`config.mk`:
```
export PLATFORM = sky130hd
export DESIGN_NAME = jt12_slot_sched
export DESIGN_NICKNAME = d
export VERILOG_FILES = /design/src/rtl/jt12_slot_sched.sv
export SDC_FILE = /design/constraint.sdc
export NUM_CORES = 1
export LEC_CHECK = 0
export ABC_AREA = 1
export BUFFER_PORTS_ARGS = -buffer_cell sky130_fd_sc_hd__buf_2
export CAP_MARGIN = 30
export CORE_MARGIN = 2
export CORE_UTILIZATION = 50
export CTS_CLUSTER_DIAMETER = 40
export CTS_CLUSTER_SIZE = 16
export DETAILED_ROUTE_END_ITERATION = 12
export PLACE_DENSITY = 0.72
export SYNTH_ARGS = -nofsm -noshare
export SYNTH_HDL_FRONTEND = slang
export SYNTH_SLANG_ARGS = --single-unit
```
`constraint.sdc`:
```
create_clock -name clk -period 2.1 [get_ports clk]
set_input_delay 0.42 -clock clk [delete_from_list [all_inputs] [get_ports clk]]
set_output_delay 0.42 -clock clk [all_outputs]
set_load 0.02 [all_outputs]
```
`src/rtl/jt12_slot_sched.sv`:
```
// Slot scheduler and channel-config controller for the FM accumulator stage.
// Walks the 24-slot operator timeline in the order S1, S3, S2, S4 (6 channels
// each) and serves the per-channel alg/rl/pcm_en of the slot being processed.
// CPU writes are parked in a single pending register and committed only at the
// 23->0 wrap, so a channel's config never changes in the middle of a sample.
//
// Write FSM:
//   state   | meaning
//   ST_IDLE | no write pending, a new cfg_wr can be accepted
//   ST_PEND | pending register holds a write waiting for the next wrap
module jt12_slot_sched #(
    parameter int         PIPE_DLY = 0,
    parameter logic [1:0] RL_RST   = 2'b11
) (
    input  logic       clk,
    input  logic       rst,
    input  logic       clk_en,
    input  logic       cfg_wr,
    input  logic [2:0] cfg_ch,
    input  logic [2:0] cfg_alg,
    input  logic [1:0] cfg_rl,
    input  logic       cfg_pcm_en,
    output logic       cfg_busy,
    output logic       cfg_ack,
    output logic       cfg_err,
    output logic [4:0] slot,
    output logic [2:0] cur_ch,
    output logic       s1_enters,
    output logic       s2_enters,
    output logic       s3_enters,
    output logic       s4_enters,
    output logic       ch6op,
    output logic [2:0] alg,
    output logic [1:0] rl,
    output logic       pcm_en,
    output logic       sample_tick
);

    typedef enum logic {
        ST_IDLE = 1'b0,
        ST_PEND = 1'b1
    } wr_state_t;

    localparam logic [5:0] CFG_RST_WORD = {3'd0, RL_RST, 1'b0};

    wr_state_t  wr_state;

    logic [2:0] pend_ch;
    logic [2:0] pend_alg;
    logic [1:0] pend_rl;
    logic       pend_pcm;

    logic [2:0] ch_alg [0:5];
    logic [1:0] ch_rl  [0:5];
    logic       ch_pcm [0:5];

    // {alg, rl, pcm_en}; the last stage drives the outputs directly
    logic [5:0] dly [0:PIPE_DLY];

    logic       wrap;
    logic       commit;
    logic       wr_ok;
    logic       wr_bad;
    logic [4:0] slot_nxt;
    logic [2:0] ch_nxt;
    logic [5:0] cfg_nxt;

    // Next-slot values and write/commit qualifiers
    always_comb begin
        wrap     = clk_en && (slot == 5'd23);
        commit   = wrap && (wr_state == ST_PEND);
        wr_ok    = cfg_wr && (wr_state == ST_IDLE) && (cfg_ch <= 3'd5);
        wr_bad   = cfg_wr && ((wr_state == ST_PEND) || (cfg_ch > 3'd5));
        slot_nxt = (slot == 5'd23) ? 5'd0 : slot + 5'd1;
        ch_nxt   = (cur_ch == 3'd5) ? 3'd0 : cur_ch + 3'd1;
    end

    // Config of the channel entering next; a write committing on this same
    // edge is forwarded so it shows up starting at slot 0
    always_comb begin
        cfg_nxt = {ch_alg[ch_nxt], ch_rl[ch_nxt], ch_pcm[ch_nxt]};
        if (commit && (pend_ch == ch_nxt)) begin
            cfg_nxt = {pend_alg, pend_rl, pend_pcm};
        end
    end

    // Slot timeline: counter, channel, group flags and the sample pulse
    always_ff @(posedge clk) begin
        if (rst) begin
            slot        <= 5'd0;
            cur_ch      <= 3'd0;
            s1_enters   <= 1'b1;
            s2_enters   <= 1'b0;
            s3_enters   <= 1'b0;
            s4_enters   <= 1'b0;
            ch6op       <= 1'b0;
            sample_tick <= 1'b0;
        end else begin
            sample_tick <= wrap;
            if (clk_en) begin
                slot      <= slot_nxt;
                cur_ch    <= ch_nxt;
                ch6op     <= (ch_nxt == 3'd5);
                s1_enters <= (slot_nxt < 5'd6);
                s3_enters <= (slot_nxt >= 5'd6)  && (slot_nxt < 5'd12);
                s2_enters <= (slot_nxt >= 5'd12) && (slot_nxt < 5'd18);
                s4_enters <= (slot_nxt >= 5'd18);
            end
        end
    end

    // Write FSM: accept into pending, reject when busy or channel invalid,
    // release on the wrap edge
    always_ff @(posedge clk) begin
        if (rst) begin
            wr_state <= ST_IDLE;
            cfg_busy <= 1'b0;
            cfg_ack  <= 1'b0;
            cfg_err  <= 1'b0;
            pend_ch  <= 3'd0;
            pend_alg <= 3'd0;
            pend_rl  <= 2'd0;
            pend_pcm <= 1'b0;
        end else begin
            cfg_ack <= 1'b0;
            cfg_err <= wr_bad;
            case (wr_state)
                ST_IDLE: begin
                    if (wr_ok) begin
                        pend_ch  <= cfg_ch;
                        pend_alg <= cfg_alg;
                        pend_rl  <= cfg_rl;
                        pend_pcm <= (cfg_ch == 3'd5) ? cfg_pcm_en : 1'b0;
                        wr_state <= ST_PEND;
                        cfg_busy <= 1'b1;
                    end
                end
                ST_PEND: begin
                    if (commit) begin
                        wr_state <= ST_IDLE;
                        cfg_busy <= 1'b0;
                        cfg_ack  <= 1'b1;
                    end
                end
                default: begin
                    wr_state <= ST_IDLE;
                    cfg_busy <= 1'b0;
                end
            endcase
        end
    end

    // Per-channel config storage, written only by a commit
    always_ff @(posedge clk) begin
        if (rst) begin
            for (int i = 0; i < 6; i++) begin
                ch_alg[i] <= 3'd0;
                ch_rl[i]  <= RL_RST;
                ch_pcm[i] <= 1'b0;
            end
        end else if (commit) begin
            ch_alg[pend_ch] <= pend_alg;
            ch_rl[pend_ch]  <= pend_rl;
            ch_pcm[pend_ch] <= pend_pcm;
        end
    end

    // Config delay line to line up with the operator pipeline
    always_ff @(posedge clk) begin
        if (rst) begin
            for (int i = 0; i <= PIPE_DLY; i++) begin
                dly[i] <= CFG_RST_WORD;
            end
        end else if (clk_en) begin
            dly[0] <= cfg_nxt;
            for (int i = 1; i <= PIPE_DLY; i++) begin
                dly[i] <= dly[i-1];
            end
        end
    end

    assign alg    = dly[PIPE_DLY][5:3];
    assign rl     = dly[PIPE_DLY][2:1];
    assign pcm_en = dly[PIPE_DLY][0];

endmodule
```
### Word-level counts from Yosys, hierarchy flattened

Memories as Yosys holds them, arrays and structs flattened.
Index checks and enable logic that the tools add are counted.

| cells by class | value |
|---|---|
| add/subtract/negate cells | 2 |
| bitwise operators | 1 |
| reductions and logical operators | 16 |
| mux-type cells | 29 |
| $lt $le $gt $ge | 8 |
| equal/unequal tests | 7 |

Operators with widths:

| operator | number |
|---|---|
| $mux W1 | 18 |
| $mux W3 | 5 |
| $mux W6 | 2 |
| $eq A3 B3 Y1 const B | 3 |
| $logic_and A1 B1 Y1 | 8 |
| $reduce_or A6 Y1 | 1 |
| $add A5 B1 Y5 const B | 1 |
| $eq A5 B5 Y1 const B | 1 |
| $ge A5 B3 Y1 const B | 1 |
| $ge A5 B4 Y1 const B | 1 |
| $ge A5 B5 Y1 const B | 1 |
| $lt A5 B3 Y1 const B | 1 |
| $lt A5 B4 Y1 const B | 1 |
| $lt A5 B5 Y1 const B | 1 |
| $mux W5 | 1 |
| $pmux W1 S2 | 2 |
| $reduce_and A2 Y1 | 2 |
| $reduce_or A2 Y1 | 2 |
| $add A3 B1 Y3 const B | 1 |
| $eq A3 B3 Y1 | 1 |
| $gt A3 B3 Y1 const B | 1 |
| $le A3 B3 Y1 const B | 1 |
| $reduce_or A3 Y1 | 1 |
| $mux W2 | 1 |
| 5 further kinds | 5 |

| storage, ports and cells | value |
|---|---|
| memory bits (writable) | 42 |
| register bits after elaboration | 27 |
| bits of input ports | 13 |
| memories kept | 4 |
| logic and storage cells | 83 |
| output and inout port bits | 23 |

Memory list:

| memory | words | bits a word | rd ports | clocked after memory_dff | write ports | line | RTL |
|---|---|---|---|---|---|---|---|
| ch_alg | 6 | 3 | 1 | 0 | 6 | 53 | `logic [2:0] ch_alg [0:5];` |
| ch_rl | 6 | 2 | 1 | 0 | 6 | 54 | `logic [1:0] ch_rl [0:5];` |
| ch_pcm | 6 | 1 | 1 | 0 | 6 | 55 | `logic ch_pcm [0:5];` |
| dly | 1 | 6 | 1 | 0 | 1 | 58 | `logic [5:0] dly [0:PIPE_DLY];` |

### Depth between registers and ports, before layout

Gate-level depths: netlist of run 1.

| depth | value |
|---|---|
| depth after elaboration | 8 |
| mapped depth | 11 |
| gate-level depth less buffers | 10 |

### Least setup slack after synthesis of run 1

OpenSTA, ideal clock, no wires.

| timing path | value |
|---|---|
| path kind | register to register |
| start | reg slot[0] |
| end | mem ch_alg[7][0], enable pin |
| clock period less this slack | 2.120 ns |
| buffers on the path | 0 |
| path slack | -0.020 ns |
| arrival time | 1.743 ns |
| cell stages (with the launch flop) | 8 |
| library setup time | 0.377 ns |
| data required time | 1.723 ns |
| cell sequence | dfxtp_1 ha_1 nand2_2 nor2_4 nand3_4 nor2_4 nand2_2 nor3_1 |

RTL lines:

| element | line | RTL |
|---|---|---|
| start, declared | 26 | `output logic [4:0] slot,` |
| start signal, assigned | 101 | `slot <= slot_nxt;` |
| end, declared | 53 |  |

### Final worst setup path of run 1

| timing path | value |
|---|---|
| start | reg cur_ch[0] |
| end | mem dly[0][0] (data pin) |

| between the ends | value |
|---|---|
| longest elaborated chain between the ends | 6 |

RTL lines:

| element | line | RTL |
|---|---|---|
| start, declared | 27 | `output logic [2:0] cur_ch,` |
| start signal, assigned | 102 | `cur_ch <= ch_nxt;` |
| $add A3 B1 Y3 or $eq A3 B3 Y1 (tied branches) | 75 | `ch_nxt = (cur_ch == 3'd5) ? 3'd0 : cur_ch + 3'd1;` |
| $mux W3 * | 75 |  |
| parallel branches: the longest is 2 deep, another holds $mem_v2 Z6 W1 | n/a |  |
| $mux W6 * | 82 | `if (commit && (pend_ch == ch_nxt)) begin` |
| $mux W6 (no line) * | n/a |  |
| end, declared | 58 |  |

Every way passes the cells marked *.

==> results of run 1 <==
## critical path, stage by stage (launching register included)
cell,delay (ns)
dfxtp_1,0.55
nand3_1,0.33
nand2_1,0.17
buf_4,0.20
o21ai_0,0.16
nand3_1,0.15
nand2_1,0.08
nor2_1,0.11
nor2_1,0.05
## per-layer routing
layer	vias up	GRT usage	share of wire
li1	1448	-	-
met1	1367	0.283	0.44
met2	86	0.343	0.48
met3	16	0.0508	0.060
met4	0	0.0746	0.022
met5	-	0	0
## cell type report
cell class / count / area, um2
fillers: 654 / 2920
repair buffers: 53 / 310
clock buffers: 12 / 166
inverters: 40 / 150
multi-input cells: 275 / 1280
well taps: 99 / 124
clock inverters: 4 / 22.5
flip-flops and latches: 81 / 2160
## kinds of logic (layout without fill, tap and decap cells)
logic type | count (synthesis) | count (layout) | share of synthesized area
simple gates | 230 | 230 | 0.277
flops | 81 | 81 | 0.593
buf+inv | 52 | 109 | 0.0580
compound gates | 41 | 41 | 0.0608
xor+xnor | 3 | 3 | 0.00721
fa+ha+maj | 1 | 1 | 0.00343
## report_power, final
group	internal [mW]	switching (mW)	leakage, nW
clock network	0.533	0.545	0.100
logic	0.121	0.258	0.910
registers	1.74	0.0385	0.712
## cell usage after synthesis
master,number,area share
a211oi_1,1,0.0021
a21boi_0,2,0.0041
a21oi_1,9,0.012
and2_1,1,0.0017
buf_2,4,0.0055
buf_4,1,0.0021
buf_6,1,0.0031
clkbuf_1,6,0.0062
dfxtp_1,27,0.15
edfxtp_1,54,0.45
ha_1,1,0.0034
inv_1,37,0.038
inv_2,3,0.0031
nand2_1,110,0.11
nand2_2,3,0.0052
nand3_1,35,0.048
nand3_4,2,0.0096
nand4_1,7,0.012
nor2_1,62,0.064
nor2_2,3,0.0052
nor2_4,5,0.015
nor3_1,2,0.0027
o21ai_0,25,0.034
o22ai_1,2,0.0034
o31ai_1,1,0.0021
o41ai_1,1,0.0024
xnor2_1,2,0.0048
xor2_1,1,0.0024
## sequential cells by signal, summed over array words and instances (netlist names)
signal       flops
ch_alg          24
dly              6
s2_enters        1
slot             5
cfg_err          1
pend_ch          3
pend_pcm         1
cfg_ack          1
s4_enters        1
ch_rl           16
pend_rl          2
wr_state         1
ch6op            1
ch_pcm           8
cfg_busy         1
sample_tick      1
s1_enters        1
pend_alg         3
cur_ch           3
s3_enters        1
## what timing repair did
item	4_1_cts	5_1_grt
buffers inserted	0	1
setup endpoints to repair	0	33
resized for setup	0	5
## path summary, 6_finish.rpt
kind	from	slack, ns	cells past startpoint	to
worst max-delay path	cur_ch[0]$_SDFFE_PP0P_	0.06	8	dly[0][0]$_SDFFCE_PN0P_
worst min-delay path	cfg_wr	0.31	3	cfg_err$_SDFF_PP0_
worst max register to register	cur_ch[0]$_SDFFE_PP0P_	0.06	8	dly[0][0]$_SDFFCE_PN0P_
worst min register to register	s3_enters$_SDFFE_PP0P_	0.45	2	s3_enters$_SDFFE_PP0P_
==> flow_summary.json, run 1 <==
{
  "ir_drop_uv": 638,
  "synth_cells": 408,
  "die_area_um2": 7990,
  "fin_ws_ns": 0.0566,
  "clock-root-buffer": "clkbuf_8",
  "finalHoldViolCount": 0,
  "cts_tree": "done",
  "ys_seq_area_frac": 0.593,
  "rsz0062_at_grt": "false",
  "power_mw": 3.24,
  "place_ws_ns": 0.0973,
  "synth_warnings": 0,
  "drt_iter0_markers": 214,
  "cp_data_required_time_ns": 2.21,
  "fp.dieW_um": 89.4,
  "post-route-util": 0.591,
  "fmax_mhz": 489,
  "startpoint_type": "flop",
  "hpwl_um": 5910,
  "clkLatencyLatePin_ns": 0.35,
  "clk_pin_slew_worst_paths_ns": 0.09,
  "synth-seq-cells": 81,
  "grt_util_all_layers": 0.213,
  "min_period_ns": 2.04,
  "first_pass_iters": 4,
  "skew_ns": 0.0129,
  "grt_max_degree": 21,
  "leakagePower_nw": 1.72,
  "mostFrequentLayoutCell": "nand2_1",
  "finalWeightedCongestion": 0.896,
  "instances_no_fill": 564,
  "arrival_ns": 2.15,
  "grt.overflow.total": 0,
  "grt_pass1_wl_um": 12600,
  "ant_nets": 0,
  "die_h_um": 89.4,
  "hold_class": "input port to flop",
  "relSlewSlack": 0.640,
  "antennaDiodeCount": 0,
  "antenna_found_initial": 0,
  "cts_sinks": 81,
  "yosysUniqueCellTypes": 28,
  "grt_pass1_vias": 2579,
  "wire_per_inst_um": 14.3,
  "area_growth_pct": 15.8,
  "h-tree-depth": 3,
  "critical_path_class": "flop to flop",
  "drive_gt1_frac": 0.191,
  "synth.avg_cell_area_um2": 8.93,
  "avgViaCountPerCell": 5.17,
  "num_io_pins": 36,
  "finalNetCount": 474,
  "start_util": 0.511,
  "hold_slack_ns": 0.307,
  "crit_fanout": 12,
  "dp_cells": 547,
  "numCtsBuffers": 9,
  "postCtsHoldBufs": 0,
  "final_cell_mix": "nand2_1 (108), nor2_1 (61), edfxtp_1 (54), inv_1 (37)",
  "fin_setup_tns_ns": 0,
  "setup_viol": 0,
  "coreArea_um2": 7140,
  "max_cap_viol_count": 0,
  "outcome": "finished, final reports clean",
  "vias": 2917,
  "drc_errors": 0,
  "syn_nets": 422,
  "dpl-instance-area_um2": 4010,
  "fin_crit_sh": 0.973,
  "fin_area_um2": 4220,
  "clockBufferDepth": 2,
  "synth_area_um2": 3640,
  "io_buffers": 35,
  "wl_um": 8090,
  "worst-slew-pin-transition_ns": 0.538,
  "power_density_nw_per_um2": 767,
  "worst_setup_path_end_kind": "flop",
  "row_count": 31,
  "slew_violations": 0
}
No activity file was read; power rests on OpenSTA's default activity.
==> run 2, diff against run 1 <==
- CORE_MARGIN: 2 -> default
==> flow_summary.json, run 2 (same netlist as run 1, synthesis figures left out) <==
{
  "outcome": "finished, final reports clean",
  "setup_viol": 0,
  "die_h_um": 87.4,
  "largest_reg_flops": 24,
  "rr_worst_depth": 11,
  "regMostFlops": "ch_alg",
  "cts_tree": "done",
  "avgViaCountPerCell": 5.20,
  "clockBufferDepth": 2,
  "fp.dieW_um": 87.4,
  "final_cell_mix": "nand2_1 (108), nor2_1 (61), edfxtp_1 (54), inv_1 (37)",
  "dp_cells": 541,
  "relSlewSlack": 0.640,
  "instances_no_fill": 558,
  "coreArea_um2": 6910,
  "combPwrFrac": 0.116,
  "cp_slowest_cell": "dfxtp_2",
  "finalHoldViolCount": 0,
  "grt_util_all_layers": 0.242,
  "sequentialPowerShare": 0.549,
  "rsz0062_at_grt": "false",
  "mostFrequentLayoutCell": "nand2_1",
  "fmax_mhz": 512,
  "vias": 2901,
  "power_density_nw_per_um2": 770,
  "cp_data_required_time_ns": 2.20,
  "ant_nets": 0,
  "hold_class": "input port to flop",
  "wl_um": 8230,
  "die_area_um2": 7630,
  "crit_fanout": 6,
  "hold_slack_ns": 0.299,
  "power_mw": 3.24,
  "drt_iter0_markers": 218,
  "cts_sinks": 81,
  "drive_gt1_frac": 0.186,
  "numCtsBuffers": 9,
  "clock-root-buffer": "clkbuf_8",
  "holdPathEnd": "cfg_err$_SDFF_PP0_",
  "row_count": 30,
  "arrival_ns": 2.06,
  "finalNetCount": 471,
  "worst-slew-pin-transition_ns": 0.538,
  "ir_drop_uv": 586,
  "startpoint_type": "flop",
  "swShare": 0.262,
  "worstReg2RegStart": "slot[0]$_SDFFE_PP0P_",
  "top_regs": "ch_alg: 24 flops, ch_rl: 16 flops, ch_pcm: 8 flops",
  "internal_power_mw": 2.39,
  "switching_power_mw": 0.849,
  "clkLatencyLatePin_ns": 0.35,
  "area_growth_pct": 15.4,
  "hp-start": "cfg_wr",
  "h-tree-depth": 3,
  "slew_violations": 0,
  "finalWeightedCongestion": 0.936,
  "num_io_pins": 36,
  "min_period_ns": 1.95,
  "post-route-util": 0.609,
  "leakagePower_nw": 1.71,
  "grt.overflow.total": 0,
  "io_buffers": 35,
  "skew_ns": 0.0132,
  "critical_path_class": "flop to flop",
  "reg2reg_setup_slack_ns": 0.15,
  "grt_pass1_vias": 2686,
  "max_cap_viol_count": 0,
  "cp_slowest_stage_delay_ns": 0.37,
  "fin_crit_sh": 0.931,
  "worstPathCellList": "ha_1 > nand2_2 > nor2_4 > nand3_4 > nor2_4 > nand2_2 > nor2_2 > nand2_1 > buf_4 > inv_2 > nand2_1",
  "postCtsHoldBufs": 0,
  "antenna_found_initial": 0,
  "r2r-end": "ch_rl[3][0]$_SDFFCE_PN1P_",
  "start_util": 0.528,
  "clk_pin_slew_worst_paths_ns": 0.08,
  "fin_setup_tns_ns": 0,
  "hold_depth": 3,
  "worst_setup_path_end_kind": "flop",
  "first_pass_iters": 5,
  "drc_errors": 0,
  "wire_per_inst_um": 14.8,
  "grt_max_degree": 21,
  "grt_pass1_wl_um": 13500,
  "clockPowerShare": 0.335,
  "antennaDiodeCount": 0,
  "hpwl_um": 6020
}
==> run 2: changes by cell type in the layout (fill, tap and decap cells not counted), sizes merged <==
cell    delta
clkbuf     +1
buf        -3
clkinv     +2
inv        -3
==> run 2: timing repair <==
| item | CTS | global route |
|---|---|---|
| setup endpoints to repair | 6 | 48 |
| resized for setup | 1 | 7 |
| pin swaps | 0 | 2 |
| buffers inserted | 0 | 1 |
| gates cloned | 0 | 0 |
==> run 2: metal layers <==
metal / vias up / share of wire / wire length (um) / global-route usage
met5: - / 0 / 0 / 0
met4: 0 / 0.015 / 126 / 0.0879
met3: 11 / 0.068 / 559 / 0.0512
met2: 81 / 0.48 / 3960 / 0.385
met1: 1372 / 0.44 / 3580 / 0.327
li1: 1437 / - / - / -
==> run 2: cell type report <==
| class | count | area, um2 |
|---|---|---|
| inverter | 40 | 150 |
| sequential | 81 | 2160 |
| clock buffer | 13 | 170 |
| fill | 631 | 2700 |
| clock inverter | 3 | 15.0 |
| timing repair buffer | 50 | 288 |
| multi-input combinational | 275 | 1300 |
| tap | 96 | 120 |
==> run 2: power groups by stage <==
stage          registers [mW]  clock network, mW  logic [mW]
6_report                 1.78               1.08       0.375
3_3_place_gp             1.81                  0       0.363
3_5_place_dp             1.81                  0       0.368
4_1_cts                  1.78               1.08       0.371
2_1_floorplan            1.83                  0       0.235
5_1_grt                  1.78               1.16       0.425
==> run 2: how the worst max path moves through the flow <==
| stage | from | slack [ns] | end | cells after the start |
|---|---|---|---|---|
| 5_1_grt | slot[0]$_SDFFE_PP0P_ | 0.02 | ch_rl[3][0]$_SDFFCE_PN1P_ | 11 |
| 4_1_cts | slot[0]$_SDFFE_PP0P_ | 0.004 | ch_rl[7][1]$_DFFE_PP_ | 9 |
| 2_1_floorplan | slot[0]$_SDFFE_PP0P_ | 0.007 | ch_alg[6][0]$_DFFE_PP_ | 7 |
| 3_5_place_dp | slot[0]$_SDFFE_PP0P_ | 0.03 | ch_alg[2][0]$_SDFFCE_PN0P_ | 9 |
| 3_3_place_gp | slot[0]$_SDFFE_PP0P_ | 0.13 | ch_pcm[2]$_SDFFCE_PN0P_ | 9 |
| 6_report | slot[0]$_SDFFE_PP0P_ | 0.15 | ch_rl[3][0]$_SDFFCE_PN1P_ | 11 |
==> run 2: worst max-delay path, delay by kind of cell, from the launching register on <==
kind	cells	cell delay (ns)
simple gates	8	0.91
flops	1	0.37
buf+inv	2	0.22
fa+ha+maj	1	0.19
==> run 2: through the flow <==
step,setup slack (ns),area (um2)
after detailed placement,0.0295,3990
final,0.146,4210
after global placement,0.126,3990
after floorplan,0.00695,3650
after CTS,0.00353,4180
after global routing,0.0220,4210
==> run 3, diff against run 2 <==
- ABC_AREA: 1 -> default
==> flow_summary.json, run 3 <==
{
  "drt_iter0_markers": 373,
  "busiest_layer": "met1",
  "die_h_um": 88.0,
  "dpl-instance-area_um2": 4150,
  "synth_top_area_share": 0.422,
  "synth_top_family_by_area": "simple AND/OR/NAND/NOR gates",
  "num_io_pins": 36,
  "clockBufferDepth": 2,
  "fmax_mhz": 495,
  "cp_top_family": "simple AND/OR/NAND/NOR gates",
  "instances_no_fill": 510,
  "antennaDiodeCount": 0,
  "h-tree-depth": 3,
  "synth_cells": 357,
  "cp_slowest_stage_delay_ns": 0.40,
  "synthXorXnorAreaFrac": 0.00947,
  "finalHoldViolCount": 0,
  "largest_reg_flops": 23,
  "hold_class": "input port to flop",
  "final_cell_mix": "edfxtp_1 (52), nor2_1 (43), nand2_1 (39), buf_2 (35), buf_4 (30)",
  "synth-edff-count": 52,
  "antenna_found_initial": 0,
  "finalNetCount": 423,
  "hold_depth": 3,
  "ys_seq_area_frac": 0.568,
  "coreArea_um2": 6980,
  "arrival_ns": 2.09,
  "setup_viol": 0,
  "synth-seq-cells": 79,
  "r2r-end": "ch_rl[1][1]$_SDFFCE_PN1P_",
  "postCtsHoldBufs": 0,
  "cp_data_required_time_ns": 2.17,
  "clk_pin_slew_worst_paths_ns": 0.09,
  "cts_tree": "done",
  "fp.dieW_um": 88.0,
  "critical_path_class": "flop to flop",
  "fin_crit_sh": 0.962,
  "cts_sinks": 79,
  "synth.avg_cell_area_um2": 10.4,
  "row_count": 30,
  "regArea_um2": 2110,
  "worstPathCellList": "ha_4 > and4b_2 > nand3_4 > or3_4 > or3b_4 > nand2b_4",
  "post-synth-top-count-cell": "edfxtp_1",
  "worst_setup_path_end_kind": "flop",
  "wl_um": 8880,
  "start_util": 0.530,
  "rr_worst_depth": 6,
  "synth_compound_area_frac": 0.121,
  "switching_power_mw": 0.843,
  "combPwrFrac": 0.120,
  "worstReg2RegStart": "slot[1]$_SDFFE_PP0P_",
  "outcome": "finished, final reports clean",
  "yosysUniqueCellTypes": 59,
  "synth_common_cells": "edfxtp_1 (52), nor2_1 (43), nand2_1 (39), dfxtp_1 (27), a21oi_1 (25)",
  "ir_drop_uv": 501,
  "first_pass_iters": 5,
  "skew_ns": 0.0133,
  "wire_per_inst_um": 17.4,
  "hpwl_um": 6410,
  "critPathBufInv": 0,
  "max_cap_viol_count": 0,
  "grt_util_all_layers": 0.243,
  "syn_nets": 371,
  "die_area_um2": 7750,
  "mostFrequentLayoutCell": "edfxtp_1",
  "synth_warnings": 0,
  "n_fill_cell": 603,
  "multi_input_area_um2": 1490,
  "min_period_ns": 2.02,
  "drc_errors": 0,
  "holdPathEnd": "pend_alg[0]$_SDFFE_PP0P_",
  "worst-slew-pin-transition_ns": 0.606,
  "relSlewSlack": 0.591,
  "cp_slowest_cell": "or3b_4",
  "synth_largest_area_cell": "edfxtp_1",
  "async_flop_share": 0,
  "clockPowerShare": 0.341,
  "synth-simple-area-share": 0.218,
  "crit_fanout": 6,
  "vias": 2917,
  "hp-start": "cfg_alg[0]",
  "slew_violations": 0,
  "drive_gt1_frac": 0.261,
  "startpoint_type": "flop",
  "muxShareOfSynthArea": 0.0386,
  "grt_use_met2": 0.353,
  "ant_nets": 0,
  "grt_util_met3": 0.0500,
  "grt_max_degree": 24,
  "synth_area_um2": 3700,
  "rsz0062_at_grt": "false",
  "clkLatencyLatePin_ns": 0.36,
  "power_density_nw_per_um2": 741,
  "swShare": 0.261,
  "grt_pass1_wl_um": 13600,
  "synth_fa_ha_area_frac": 0.00338,
  "leakagePower_nw": 1.58,
  "top_regs": "ch_alg: 23 flops, ch_rl: 15 flops, ch_pcm: 8 flops",
  "sequentialPowerShare": 0.538,
  "io_buffers": 35,
  "grt_pass1_vias": 2588,
  "grt.overflow.total": 0,
  "internal_power_mw": 2.39,
  "synthFlopType": "edfxtp_1",
  "clock-root-buffer": "clkbuf_8",
  "met1_usage": 0.361,
  "dp_cells": 492,
  "avgViaCountPerCell": 5.72,
  "ys_top_cells_by_area": "edfxtp_1 (42%), dfxtp_1 (15%), nor2_1 (4.4%), nand2_1 (4.0%), a21oi_1 (3.4%)",
  "area_growth_pct": 18.0,
  "reg2reg_setup_slack_ns": 0.08,
  "fin_area_um2": 4360,
  "regMostFlops": "ch_alg",
  "finalWeightedCongestion": 0.863,
  "numCtsBuffers": 9
}
## run 3: cell count changes after synthesis, moves of 9 or more
cell      delta
a21oi_1     +16
clkbuf_1    +11
inv_1       -25
mux2i_1     +12
nand2_1     -71
nand2b_1    +16
nand3_1     -21
nor2_1      -19
nor3_1       +9
o21ai_0     -21
## run 3: final cells by class
class,count,area share
flip-flops and latches,79,0.484
multi-input cells,241,0.341
repair buffers,65,0.0917
clock buffers,10,0.0292
well taps,96,0.0275
clock inverters,6,0.0140
inverters,13,0.0118
## run 3: cell families (layout without fill, tap and decap cells)
logic type | count (synthesis) | in the layout
AOI/OAI and AO/OA | 66 | 66
xor gates and xnor gates | 4 | 4
adders and majority gates | 1 | 1
buffers and inverters | 37 | 94
DFF | 79 | 79
muxes | 14 | 14
and+or+nand+nor | 156 | 156
## run 3: tightest hold or removal path, stage by stage
cell and delay, ns:
buf_2 0.10, nand3_1 0.05, a21oi_1 0.05
## run 3: how the worst max path moves through the flow
stage | startpoint | endpoint | cells after the start
2_1_floorplan | slot[1]$_SDFFE_PP0P_ | ch_alg[1][0]$_SDFFCE_PN0P_ | 6
3_3_place_gp | slot[1]$_SDFFE_PP0P_ | ch_rl[6][0]$_DFFE_PP_ | 7
3_5_place_dp | slot[1]$_SDFFE_PP0P_ | ch_rl[6][0]$_DFFE_PP_ | 7
4_1_cts | slot[1]$_SDFFE_PP0P_ | ch_alg[6][1]$_DFFE_PP_ | 7
5_1_grt | slot[0]$_SDFFE_PP0P_ | ch_rl[1][1]$_SDFFCE_PN1P_ | 6
6_report | slot[1]$_SDFFE_PP0P_ | ch_rl[1][1]$_SDFFCE_PN1P_ | 6
## run 3: per-layer routing
layer / wire length (um) / vias to the layer above
li1: - / 1400
met1: 4170 / 1369
met2: 4020 / 134
met3: 553 / 14
met4: 137 / 0
met5: 0 / -
## run 3: power by group through the flow
stage / clock network (mW) / logic, mW / registers (mW)
final: 1.10 / 0.389 / 1.74
after global routing: 1.17 / 0.422 / 1.75
after CTS: 1.10 / 0.381 / 1.74
after detailed placement: 0 / 0.380 / 1.78
after global placement: 0 / 0.375 / 1.77
after floorplan: 0 / 0.239 / 1.79
## run 3: timing repair
action,in CTS,in global routing
resized for setup,0,4
hold endpoints to repair,0,0
setup buffers,0,2
endpoints found under the setup margin,0,29
## run 3: per-stage QoR
step                 util  power [mW]  hold WS [ns]  setup WS, ns  TNS [ns]
floorplan               -        2.03         0.450       -0.0324    -0.194
global placement    0.594        2.15         0.443        0.0339         0
detailed placement  0.594        2.16         0.453        0.0244         0
global route        0.625        3.34         0.307       0.00947         0
finish              0.625        3.23         0.316        0.0791         0
CTS                 0.621        3.23         0.312       0.00571         0
